### src/rtl/universal_shift_reg_pkg.sv
// Shared mode encodings for the universal shift register and its bit cells.
package universal_shift_reg_pkg;

  typedef enum logic [1:0] {
    MODE_HOLD = 2'b00,
    MODE_SHR  = 2'b01,
    MODE_SHL  = 2'b10,
    MODE_LOAD = 2'b11
  } mode_e;

endpackage

### src/rtl/universal_shift_reg_cell.sv
// One register bit: 4:1 next-state mux, rst/en gating, and a flop pair
// holding q and its complement so nq is never a cycle behind q.
module usr_cell
  import universal_shift_reg_pkg::*;
#(
  parameter logic RST_BIT = 1'b0
) (
  input  logic  clk,
  input  logic  rst,
  input  logic  en,
  input  mode_e mode,
  input  logic  rnb,
  input  logic  lnb,
  input  logic  d,
  output logic  q,
  output logic  nq
);

  logic nxt;

  always_comb begin
    nxt = q;
    case (mode)
      MODE_HOLD: nxt = q;
      MODE_SHR:  nxt = rnb;
      MODE_SHL:  nxt = lnb;
      MODE_LOAD: nxt = d;
      default:   nxt = q;
    endcase
  end

  // nq gets its own flop loaded with the complement, keeping both outputs registered.
  always_ff @(posedge clk) begin
    if (rst) begin
      q  <= RST_BIT;
      nq <= ~RST_BIT;
    end else if (en) begin
      q  <= nxt;
      nq <= ~nxt;
    end
  end

endmodule

### src/rtl/universal_shift_reg.sv
// 74x194-style universal register: WIDTH bit cells with neighbour wiring,
// serial in at the ends, or wrap-around when ROTATE is set.
module universal_shift_reg
  import universal_shift_reg_pkg::*;
#(
  parameter int               WIDTH     = 4,
  parameter logic [WIDTH-1:0] RESET_VAL = '0,
  parameter bit               ROTATE    = 1'b0
) (
  input  logic             clk,
  input  logic             rst,
  input  logic             en,
  input  logic [1:0]       mode,
  input  logic             sr_in,
  input  logic             sl_in,
  input  logic [WIDTH-1:0] d,
  output logic [WIDTH-1:0] q,
  output logic [WIDTH-1:0] nq
);

  logic [WIDTH-1:0] rnb;
  logic [WIDTH-1:0] lnb;
  mode_e            mode_q;

  assign mode_q = mode_e'(mode);

  for (genvar i = 0; i < WIDTH; i++) begin : g_bit
    // rnb feeds shift right (bit moves down), lnb feeds shift left.
    if (i == WIDTH-1) begin : g_msb
      assign rnb[i] = ROTATE ? q[0] : sr_in;
    end else begin : g_rmid
      assign rnb[i] = q[i+1];
    end

    if (i == 0) begin : g_lsb
      assign lnb[i] = ROTATE ? q[WIDTH-1] : sl_in;
    end else begin : g_lmid
      assign lnb[i] = q[i-1];
    end

    usr_cell #(
      .RST_BIT (RESET_VAL[i])
    ) u_cell (
      .clk  (clk),
      .rst  (rst),
      .en   (en),
      .mode (mode_q),
      .rnb  (rnb[i]),
      .lnb  (lnb[i]),
      .d    (d[i]),
      .q    (q[i]),
      .nq   (nq[i])
    );
  end

endmodule
### config.mk
export PLATFORM = sky130hd
export DESIGN_NAME = universal_shift_reg
export DESIGN_NICKNAME = d
export VERILOG_FILES = /design/src/rtl/universal_shift_reg_pkg.sv /design/src/rtl/universal_shift_reg_cell.sv /design/src/rtl/universal_shift_reg.sv
export SDC_FILE = /design/constraint.sdc
export NUM_CORES = 1
export LEC_CHECK = 0
export CORE_AREA = 2 2 39 41
export DETAILED_ROUTE_END_ITERATION = 10
export DIE_AREA = 0 0 41 43
export GPL_TIMING_DRIVEN = 0
export PLACE_DENSITY = 0.74
export SKIP_CTS_REPAIR_TIMING = 1
export SYNTH_ARGS = -nofsm -noshare
export SYNTH_HDL_FRONTEND = slang
export SYNTH_SLANG_ARGS = --single-unit
### constraint.sdc
create_clock -name clk -period 2.2 [get_ports clk]
set_input_delay 0.22 -clock clk [delete_from_list [all_inputs] [get_ports clk]]
set_output_delay 0.22 -clock clk [all_outputs]
set_load 0.02 [all_outputs]
==> results.py <==
metrics = {
    "clock_tree": {
        "path_clk_slew_ns": 0.05,
        "tritoncts": "done",
        "cts.sinks": 8,
        "cts_buffer_depth": 2,
        "cts_buffers": 3,
        "clock_latency_ns": 0.24,
        "root_buffer": "clkbuf_4",
        "cts-htree-levels": 1,
    },
    "sta": {
        "fin_setup_tns_ns": 0,
        "post-route-min-period_ns": 1.58,
        "fin_crit_sh_pct": 71.9,
        "setup_viol": 0,
        "slew_violations": 0,
        "max_slew.worst_pin.slew_ns": 0.293,
        "clock_skew_ns": 0.000678,
        "timing.fmax_mhz": 633,
        "hold_viol_final": 0,
        "maxSlewHeadroom_pct": 80.4,
        "rsz0062_at_grt": "false",
    },
    "route": {
        "first_pass_iters": 2,
        "wl_um": 823,
        "detail_route.vias_per_cell": 4.79,
        "drt_iter0_drc": 5,
        "vias": 393,
        "drc": 0,
        "routedWlPerCell_um": 10.0,
        "ant_nets": 0,
    },
    "hold_path": {
        "timing.hold.worst.class": "in2reg",
        "hold_end": "g_bit[3].u_cell.nq",
        "hold_depth": 4,
        "worstHoldStart": "mode[0]",
    },
    "synth": {
        "ys_ff_latch": 8,
        "synth-simple-area-share_pct": 9.87,
        "synth_compound_area_share_pct": 26.7,
        "syn-cell-area_sq_um": 469,
        "yosys.area.top_type": "dfxtp_1",
        "yosysWarnings": 0,
        "syn_area_per_cell_sq_um": 9.98,
        "synth.mux.area_fraction_pct": 8.53,
        "synth_top_family_by_area": "compound AO/OA/AOI/OAI gates",
        "synth_cell_type_count": 12,
        "synthesis.nets": 58,
        "synth_area_leaders": "dfxtp_1 (34%), a221oi_2 (13%), buf_4 (13%)",
        "syn_inst": 47,
        "synth_xor_area_share_pct": 0,
        "seq_area_frac_synth_pct": 34.1,
        "synth_top_area_share_pct": 34.1,
        "synthAdderAreaFrac_pct": 0,
    },
    "floorplan": {
        "ioPinCount": 19,
        "die_x_um": 41,
        "start_util_pct": 33.9,
        "placementRows": 14,
        "die_h_um": 43,
        "die_area_sq_mm": 0.00176,
        "core_area_sq_mm": 0.00138,
    },
    "setup_path": {
        "r2r-end": "g_bit[2].u_cell.nq",
        "start_kind": "register",
        "cp.arrival_ns": 1.36,
        "end_kind": "output port",
        "path_max_fanout": 5,
        "r2r_slack_ns": 1.13,
        "reg2regPathDepth": 3,
        "required_ns": 1.98,
        "path_class": "reg2out",
    },
    "global_route": {
        "track_usage_pct": 11.8,
        "grt_max_degree": 9,
        "overflow": 0,
        "antenna_found_initial": 0,
        "grt_pass1_vias": 335,
        "grt_pass1_wl_mm": 1.39,
    },
    "power_and_ir_drop": {
        "ir_drop_uv": 295,
        "p_per_area_mw_per_mm2": 574,
        "p_leak_nw": 0.304,
    },
    "finish": {
        "syn_to_final_growth_pct": 43.2,
        "layout-drive-gt1-share_pct": 28.8,
        "nFillCells": 137,
        "antenna_cells": 0,
        "multiInputGateArea_sq_um": 211,
        "final_nets": 79,
        "register_area_sq_um": 160,
        "postLayoutCellArea_sq_um": 672,
    },
    "placed_design": {
        "place_area_sq_um": 649,
        "dp_hpwl_um": 682,
        "portBuffers": 16,
        "gp_congestion": 0.705,
    },
    "flow_run": {
        "cap_violations": 0,
    },
    "status": {
        "status": "finished, final reports clean",
    },
}
[layout by cell type, fill, tap and decap left out]
cell type        count
buf_4                8
o21a_1               4
clkbuf_4             3
inv_1                4
clkdlybuf4s50_1     16
nor2b_1              1
a221oi_2             4
nand2_1              1
mux2i_1              4
nor2_1               5
o221ai_1             4
dfxtp_1              8
buf_6                2
and2_4               2
[synthesized netlist by cell type]
cell      instances
a221oi_2          4
and2_4            2
buf_4             8
buf_6             2
dfxtp_1           8
inv_1             4
mux2i_1           4
nand2_1           1
nor2_1            5
nor2b_1           1
o21a_1            4
o221ai_1          4
[cell type report]
| class | instances | share of cell area [%] |
|---|---|---|
| multi-input cells | 25 | 31.5 |
| repair buffers | 16 | 23.8 |
| well taps | 16 | 2.98 |
| flip-flops and latches | 8 | 23.8 |
| plain buffers | 10 | 12.3 |
| inverters | 4 | 2.23 |
| clock buffers | 3 | 3.35 |
[layer usage]
metal | global-route usage [%] | wire length [um] | vias to the layer above
li1 | - | - | 205
met1 | 15.4 | 365 | 178
met2 | 17.2 | 409 | 10
met3 | 7.85 | 47 | 0
met4 | 0 | 0 | 0
met5 | 0 | 0 | -
[through the flow]
step | setup slack [ns] | util (%) | power [mW] | hold WS [ns] | cells
after floorplan | 1.18 | - | 0.240 | 0.327 | 47
after global placement | 0.629 | 46.9 | 0.285 | 0.489 | 79
after detailed placement | 0.621 | 46.9 | 0.286 | 0.508 | 79
after CTS | 0.598 | 48.6 | 0.394 | 0.395 | 82
after global routing | 0.551 | 48.6 | 0.417 | 0.404 | 82
final | 0.619 | 48.6 | 0.385 | 0.394 | 82
[worst max-delay path by stage]
stage / to / start / depth (start not counted)
6_report: q[1] / register / 2
3_3_place_gp: g_bit[0].u_cell.nq / en / 4
3_5_place_dp: g_bit[3].u_cell.nq / en / 4
2_1_floorplan: g_bit[1].u_cell.nq / mode[0] / 4
5_1_grt: q[1] / register / 2
4_1_cts: q[1] / register / 2
[worst max-delay path, cell delays in order (launching register included)]
cell and delay (ns):
dfxtp_1 0.40, buf_4 0.13, clkdlybuf4s50_1 0.59
[power by group]
group	leakage, nW	total [mW]	switching (mW)	internal, mW
Combinational	0.224	0.115	0.0471	0.0682
Clock	0.0138	0.103	0.0416	0.0619
Sequential	0.0664	0.167	0.00930	0.157
[cell families (layout without fill, tap and decap cells)]
| family | Yosys count | in the layout |
|---|---|---|
| AND/OR/NAND/NOR | 9 | 9 |
| AO/OA/AOI/OAI | 12 | 12 |
| multiplexers | 4 | 4 |
| flip-flops | 8 | 8 |
| buffers and inverters | 14 | 33 |
(Power assumes the default switching activity.)
